### src/rtl/fifo_umbrales.sv
// rtl/fifo_umbrales.sv - synchronous FIFO with loadable almost-full/almost-empty thresholds
// Single clock, registered read port, sticky overflow/underflow error flag.
module fifo_umbrales #(
  parameter int DATA_WIDTH = 6,
  parameter int ADDR_WIDTH = 4
) (
  input  logic                  clk,
  input  logic                  reset,
  input  logic                  init,
  input  logic [ADDR_WIDTH-1:0] umbral_alto,
  input  logic [ADDR_WIDTH-1:0] umbral_bajo,
  input  logic                  wr_enable,
  input  logic [DATA_WIDTH-1:0] data_in,
  input  logic                  rd_enable,
  output logic [DATA_WIDTH-1:0] data_out,
  output logic                  valid_out,
  output logic                  fifo_empty,
  output logic                  fifo_full,
  output logic                  almost_empty,
  output logic                  almost_full,
  output logic                  fifo_error
);

  localparam int                DEPTH   = 2 ** ADDR_WIDTH;
  localparam logic [ADDR_WIDTH:0] DEPTH_C = (ADDR_WIDTH + 1)'(DEPTH);
  localparam logic [ADDR_WIDTH:0] CNT_ONE = (ADDR_WIDTH + 1)'(1);
  localparam logic [ADDR_WIDTH-1:0] PTR_ONE = ADDR_WIDTH'(1);

  logic [DATA_WIDTH-1:0] mem [DEPTH];

  logic [ADDR_WIDTH-1:0] wr_ptr_q, wr_ptr_d;
  logic [ADDR_WIDTH-1:0] rd_ptr_q, rd_ptr_d;
  logic [ADDR_WIDTH:0]   count_q, count_d;
  logic [DATA_WIDTH-1:0] data_out_q, data_out_d;
  logic                  valid_q, valid_d;
  logic                  error_q, error_d;
  logic [ADDR_WIDTH-1:0] alto_q, alto_d;
  logic [ADDR_WIDTH-1:0] bajo_q, bajo_d;

  logic is_empty, is_full;
  logic pop_ok, push_ok;
  logic overflow, underflow;

  assign is_empty = (count_q == '0);
  assign is_full  = (count_q == DEPTH_C);

  // A pop needs data present at the start of the cycle, so an empty FIFO
  // never falls through; a full FIFO accepts a push only alongside a pop.
  assign pop_ok    = rd_enable && !is_empty;
  assign push_ok   = wr_enable && (!is_full || pop_ok);
  assign overflow  = wr_enable && !push_ok;
  assign underflow = rd_enable && is_empty;

  always_comb begin
    wr_ptr_d   = wr_ptr_q;
    rd_ptr_d   = rd_ptr_q;
    count_d    = count_q;
    data_out_d = data_out_q;
    valid_d    = 1'b0;
    error_d    = error_q;
    alto_d     = alto_q;
    bajo_d     = bajo_q;

    if (push_ok) begin
      wr_ptr_d = wr_ptr_q + PTR_ONE;
    end

    if (pop_ok) begin
      rd_ptr_d   = rd_ptr_q + PTR_ONE;
      data_out_d = mem[rd_ptr_q];
      valid_d    = 1'b1;
    end

    if (push_ok && !pop_ok) begin
      count_d = count_q + CNT_ONE;
    end else if (pop_ok && !push_ok) begin
      count_d = count_q - CNT_ONE;
    end

    // Clearing through init takes priority over a same-cycle error event.
    if (init) begin
      error_d = 1'b0;
      alto_d  = umbral_alto;
      bajo_d  = umbral_bajo;
    end else if (overflow || underflow) begin
      error_d = 1'b1;
    end
  end

  always_ff @(posedge clk or posedge reset) begin
    if (reset) begin
      wr_ptr_q   <= '0;
      rd_ptr_q   <= '0;
      count_q    <= '0;
      data_out_q <= '0;
      valid_q    <= 1'b0;
      error_q    <= 1'b0;
      alto_q     <= '1;
      bajo_q     <= PTR_ONE;
    end else begin
      wr_ptr_q   <= wr_ptr_d;
      rd_ptr_q   <= rd_ptr_d;
      count_q    <= count_d;
      data_out_q <= data_out_d;
      valid_q    <= valid_d;
      error_q    <= error_d;
      alto_q     <= alto_d;
      bajo_q     <= bajo_d;
    end
  end

  // Storage is not reset; the occupancy count keeps unwritten words unreachable.
  always_ff @(posedge clk) begin
    if (push_ok) begin
      mem[wr_ptr_q] <= data_in;
    end
  end

  assign data_out     = data_out_q;
  assign valid_out    = valid_q;
  assign fifo_error   = error_q;
  assign fifo_empty   = is_empty;
  assign fifo_full    = is_full;
  assign almost_full  = (count_q >= {1'b0, alto_q});
  assign almost_empty = (count_q <= {1'b0, bajo_q});

endmodule

### config.mk
export PLATFORM = sky130hd
export DESIGN_NAME = fifo_umbrales
export DESIGN_NICKNAME = d
export VERILOG_FILES = /design/src/rtl/fifo_umbrales.sv
export SDC_FILE = /design/constraint.sdc
export NUM_CORES = 1
export LEC_CHECK = 0
export ABC_CLOCK_PERIOD_IN_PS = 3400
export BUFFER_PORTS_ARGS = -buffer_cell sky130_fd_sc_hd__buf_2
export CORE_MARGIN = 2
export CORE_UTILIZATION = 60
export DETAILED_ROUTE_END_ITERATION = 10
export HOLD_SLACK_MARGIN = 0.02
export PLACE_DENSITY = 0.88
export SETUP_SLACK_MARGIN = 0.3
export SKIP_CTS_REPAIR_TIMING = 1
export SLEW_MARGIN = 20
export SYNTH_ARGS = -nofsm -noshare
export SYNTH_HDL_FRONTEND = slang
export SYNTH_SLANG_ARGS = --single-unit
### constraint.sdc
create_clock -name clk -period 3.4 [get_ports clk]
set_input_delay 0.17 -clock clk [delete_from_list [all_inputs] [get_ports clk]]
set_output_delay 0.17 -clock clk [all_outputs]
set_load 0.01 [all_outputs]
# Word level (Yosys, flattened, before mapping)
# Memory sizes are Yosys's and may differ from the RTL's. A register that Yosys moved wholly into a read port is not among the register bits.
# Index checks and enable logic that the tools add are counted.
dict set report word_totals {
  rom_bits 0
  ff_bits 23
  mem_bits_rw 96
  word_cells 37
  latch_bits 0
  memories 1
}
# name words width rd rd_clocked_by_memory_dff wr line_no
set memory_table {}
lappend memory_table {mem 16 6 1 1 1 29} ;# logic [DATA_WIDTH-1:0] mem [DEPTH];
dict set report op_classes {
  n_div 0
  reduce_logical 15
  shifts 0
  n_addsub 4
  n_eq_ne 1
  mux 7
  n_bitwise 0
  magnitude_cmp 2
  multipliers 0
}
# operator n
set op_table {}
lappend op_table {{5-bit two-way mux} 2}
lappend op_table {{4-bit by 1-bit adder with 4-bit output (second input constant)} 2}
lappend op_table {{1-bit logical AND} 6}
lappend op_table {{5-bit by 1-bit adder with 5-bit output (second input constant)} 1}
lappend op_table {{5-bit equality test (second input constant)} 1}
lappend op_table {{5-bit by 4-bit >= comparator with 1-bit output} 1}
lappend op_table {{5-bit by 4-bit <= comparator with 1-bit output} 1}
lappend op_table {{5-bit zero test} 1}
lappend op_table {{1-bit two-way mux} 5}
lappend op_table {{5-bit by 1-bit subtractor with 5-bit output (second input constant)} 1}
lappend op_table {{1-bit zero test} 4}
lappend op_table {{2-bit nonzero test} 2}
lappend op_table {{1-bit logical OR} 2}

# Longest topological paths before layout
dict set report logic_depth {
  word_depth 10
  mapped_depth 13
}

# Worst setup path before layout
# OpenSTA, ideal clock, no wires.
dict set report synth_path {
  path_kind {reg2reg}
  startpoint {reg count_q[0]}
  endpoint {reg count_q[4]}
  stages_incl_launch_ff 14
  arrival_ns 2.756
  setup_slack_ns 0.513
  synth_period_minus_slack_ns 2.887
  path_cell_list {dfrtp_1 > or4_1 > o21a_1 > buf_6 > buf_6 > inv_1 > ha_1 > inv_1 > fa_1 > a21o_1 > a21oi_1 > xnor2_1 > nor2_1 > xor2_1}
}
dict set report synth_via {
  elab_chain_cells 8
  elab_cells_between_ends 16
  classes_between {2 x add/sub; 1 x eq/ne; 2 x mux; 11 x reduce/logical}
}
# element line_no
set synth_lines {}
lappend synth_lines {{start, declared} 33} ;# logic [ADDR_WIDTH:0] count_q, count_d;
lappend synth_lines {{start signal, assigned} 103} ;# count_q <= count_d;
lappend synth_lines {{5-bit zero test (*)} 44} ;# assign is_empty = (count_q == '0);
lappend synth_lines {{1-bit zero test (*)} 49} ;# assign pop_ok = rd_enable && !is_empty;
lappend synth_lines {{1-bit logical AND (*)} 49}
lappend synth_lines {{named net pop_ok} 41} ;# logic pop_ok, push_ok;
lappend synth_lines {{1-bit logical OR} 50} ;# assign push_ok = wr_enable && (!is_full || pop_ok);
lappend synth_lines {{1-bit logical AND} 50}
lappend synth_lines {{1-bit zero test} 76} ;# end else if (pop_ok && !push_ok) begin
lappend synth_lines {{1-bit logical AND} 76}
lappend synth_lines {{2-bit nonzero test (no source line)} n/a}
# The timed path passes the listed nets; every way through them passes the cells marked *. The select of a mux whose other input is x is not followed.
# A chain may end at the register's enable or synchronous reset.

# Worst setup path after layout
dict set report layout_path {
  startpoint {reg count_q[0]}
  endpoint {reg count_q[4]}
}
dict set report layout_via {
  elab_chain_cells 8
  elab_cells_between_ends 16
  classes_between {2 x add/sub; 1 x eq/ne; 2 x mux; 11 x reduce/logical}
}
# element
set layout_lines {}
lappend layout_lines {{parallel branches: the longest is 8 deep, another holds 5-bit by 1-bit subtractor with 5-bit output}}
# Parallel ways; which one is timed is not known. The select of a mux whose other input is x is not followed.

==> out/qor.txt <==
OUTCOME
---------------------------------------------------------------------------------
Result of the run ..................................................    completed

DRT
---------------------------------------------------------------------------------
Number of DRC violations after detailed-routing iteration 0 ........          245
Total via count in the routed design ...............................         2974
Routed via count divided by cell count .............................        6.183
Detailed Routing Iterations Pass 1 .................................            4
Routed wire length .................................................     11220 um
Routed length per instance .........................................     23.33 um
DRC violation count after routing ..................................            0
Post-route ant nets ................................................            0

FLOORPLANNING
---------------------------------------------------------------------------------
Initial cell density of the core ...................................       0.6098
Num rows ...........................................................           34
Core area ..........................................................    8593 um^2
Die footprint ......................................................    9497 um^2
Die extent in x ....................................................     97.45 um
Total I/O pin count ................................................           31
Chip Height ........................................................     97.45 um

GRT
---------------------------------------------------------------------------------
Wire length of the first global-routing pass .......................     17060 um
Largest net degree at the start of global routing ..................           30
Overall global routing resource usage ..............................       0.2510
Vias in the first global route .....................................         3041
Initial antenna violation count ....................................            0
Final global-route overflow total ..................................            0

SYNTHESIS
---------------------------------------------------------------------------------
Proportion of synthesized chip area in sequential cells ............       0.6898
EDFF count, synth ..................................................           96
Syn_area_per_cell ..................................................   17.01 um^2
Distinct cell type count of the synthesized netlist ................           35
Top cells by area in the synthesized netlist ....................... sky130_fd_sc_hd__edfxtp_1 55%, sky130_fd_sc_hd__dfrtp_1 11%, sky130_fd_sc_hd__mux4_2 8.2%
Number of warnings reported in the yosys synthesis log .............            0
Async S/R FF share, synth ..........................................       0.2320
Mapped cell area ...................................................    5240 um^2
FF+latch count, synth ..............................................          125
Cell accounting for the most synthesized area ...................... sky130_fd_sc_hd__edfxtp_1
Synthesized netlist net count ......................................          345
Ys flop type ....................................................... sky130_fd_sc_hd__edfxtp_1
Most numerous cell in the Yosys netlist ............................ sky130_fd_sc_hd__edfxtp_1
Most used standard cells in the synthesized netlist ................ 96 x sky130_fd_sc_hd__edfxtp_1, 24 x sky130_fd_sc_hd__dfrtp_1, 19 x sky130_fd_sc_hd__mux4_2
Portion of synthesized cell area occupied by the leading cell type .       0.5501
Post-synthesis instance total ......................................          308

WORST SETUP PATH
---------------------------------------------------------------------------------
Worst Path Class, Setup ............................................ register to register
Element type at the critical path start ............................     register
Reg-to-Reg End .....................................................   count_q[4]
Family with the most delay on the worst path ....................... simple AND/OR/NAND/NOR gates
Most frequent cell on the critical path ............................ sky130_fd_sc_hd__inv_1
Buf/Inv on CP ......................................................            2
Length in cells of the worst reg-to-reg path .......................           11
Largest incremental delay on the critical path .....................      0.58 ns
Worst path arrival time ............................................      3.38 ns
Worst path required time ...........................................      3.80 ns
Slowest stage cell, crit path ...................................... sky130_fd_sc_hd__or4_1
Crit Path Max Fanout ...............................................            6
Startpoint of the lowest-slack register-to-register path ...........   count_q[0]
Setup slack of the worst register-to-register path .................      0.42 ns
Chain of cells forming the critical path ........................... or4_1 > o21a_1 > inv_1 > ha_1 > inv_1 > fa_1 > a21o_1 > a21oi_1 > xnor2_1 > nor2_1 > xor2_1
Crit end category ..................................................     register

CELLS AND AREA
---------------------------------------------------------------------------------
Layout overhead on the synthesized area ............................       18.31%
FF/Latch Area ......................................................    3615 um^2
Total area of multi-input combinational cells ......................    1488 um^2
Number of standard cells in the final layout excluding fillers .....          481
Antenna diodes .....................................................            0
Ratio of cells with drive above 1 in the final layout ..............       0.2869
Number of inserted filler cells in the final layout ................          484
Net count, final ...................................................          397
Final non-filler cell area .........................................    6200 um^2

MIN PATH
---------------------------------------------------------------------------------
Hold crit path type ................................................ input pin to register
Endpoint of the worst hold path ....................................   mem[13][4]
Launch instance of the worst min-delay path ........................   data_in[4]
Number of cells on the worst hold path .............................            1

TIMING
---------------------------------------------------------------------------------
Max transition margin ..............................................       0.4092
Share of the clock period used by the worst path ...................       0.8758
Final Hold Fails ...................................................            0
Final slew viol count ..............................................            0
Final worst slack ..................................................    0.4221 ns
Pin slew with the least headroom to its limit ......................    0.8862 ns
Fin Clk Skew .......................................................  0.009502 ns
FMAX ...............................................................   0.3358 GHz
RSZ-0062 raised after global routing ...............................           no
Fin crit period ....................................................     2.978 ns
Fin Setup TNS ......................................................         0 ns
Count of endpoints failing setup in the final report ...............            0

CLOCKING
---------------------------------------------------------------------------------
TritonCTS clock tree ...............................................        built
Clock-pin slew on the worst setup and hold paths ...................      0.06 ns
TritonCTS Sinks ....................................................          125
Maximum level of the CTS H-tree ....................................            4
Number of CTS-inserted buffers .....................................           17
Clock root buffer master ........................................... sky130_fd_sc_hd__clkbuf_8
Later-pin clock latency in the skew report .........................      0.53 ns
Buffer depth of the longest clock path .............................            2

PLACED DESIGN
---------------------------------------------------------------------------------
DP Wirelength ......................................................      6688 um
Post-Place Cells ...................................................          438
Port Buf Inserts ...................................................           30
RD Place Congestion ................................................       0.8626
Worst slack after detailed placement ...............................    0.5982 ns
Post-detailed-placement cell area ..................................    5489 um^2

POWER AND IR DROP
---------------------------------------------------------------------------------
Static leakage .....................................................     2.295 nW
Worst supply voltage drop on vdd ...................................     463.2 uV
Power per cell area ................................................ 883.0 nW/um^2

JOB
---------------------------------------------------------------------------------
Max-Cap Viols ......................................................            0

-- placed cells by master (no fill, tap or decap), drive strengths merged, types with 2 or more instances in the layout --
cell         instances
a21o                 2
a21oi               11
buf                 37
bufinv               3
clkbuf              17
clkinv               5
clkinvlp             2
dfrtp               24
dfstp                5
dlygate4sd3         11
edfxtp              96
ha                  17
inv                 18
mux2                10
mux4                24
nand2               17
nand2b               5
nand4                3
nor2                16
nor2b                2
nor3                 4
o21a                 2
o21ai               12
o22ai               12
xnor2                8
xor2                 3
-- cell families (layout without fill, tap and decap cells) --
logic type	Yosys count	in the layout	share of synthesized area
flip-flops	125	125	0.6898
AND/OR/NAND/NOR	52	52	0.04680
AO/OA/AOI/OAI	40	40	0.04537
multiplexers	34	34	0.1289
buffers and inverters	28	93	0.02627
adder cells (fa/ha/maj)	18	18	0.04441
XOR/XNOR	11	11	0.01839
-- where the power goes --
group	internal (mW)	switching, mW	leakage, nW	total (mW)
Combinational	0.716	0.784	0.805	1.50
Clock	1.13	0.689	0.289	1.82
Sequential	1.90	0.256	1.20	2.16
-- flip-flops by register name, summed over array words and instances, names as in the netlist --
name	count
bajo_q	4
valid_out	1
rd_ptr_q	4
count_q	5
mem	96
alto_q	4
data_out	6
fifo_error	1
wr_ptr_q	4
-- routing by layer --
| metal | vias up | routed length, um | global-route usage |
|---|---|---|---|
| met5 | - | 0 | 0 |
| met4 | 0 | 354 | 0.1282 |
| met3 | 24 | 804 | 0.06763 |
| met2 | 141 | 5846 | 0.4016 |
| met1 | 1526 | 4217 | 0.3193 |
| li1 | 1283 | - | - |
-- metrics by stage --
| stage | hold slack (ns) | total power, mW | utilization |
|---|---|---|---|
| 6_report | 0.03931 | 5.474 | 0.7215 |
| 4_1_cts | -0.1564 | 5.464 | 0.7086 |
| 2_1_floorplan | 0.2441 | 3.186 | - |
| 3_3_place_gp | 0.3829 | 3.513 | 0.6388 |
| 5_1_grt | 0.03345 | 5.691 | 0.7215 |
| 3_5_place_dp | 0.3916 | 3.601 | 0.6388 |
-- how the worst max path moves through the flow --
stage	cells after the start	from	slack, ns	endpoint
global route	11	count_q[0]	0.31	count_q[4]
global placement	11	count_q[0]	0.68	count_q[4]
CTS	11	count_q[0]	0.43	count_q[4]
floorplan	13	count_q[0]	0.51	count_q[4]
detailed placement	11	count_q[0]	0.60	count_q[4]
finish	11	count_q[0]	0.42	count_q[4]
-- cell type report --
class,instances,area share
well taps,108,0.02180
clock buffers,17,0.06680
flip-flops and latches,125,0.5830
multi-input cells,155,0.2400
inverters,13,0.007871
repair buffers,48,0.05045
clock inverters,15,0.03007
(Power assumes the default switching activity.)
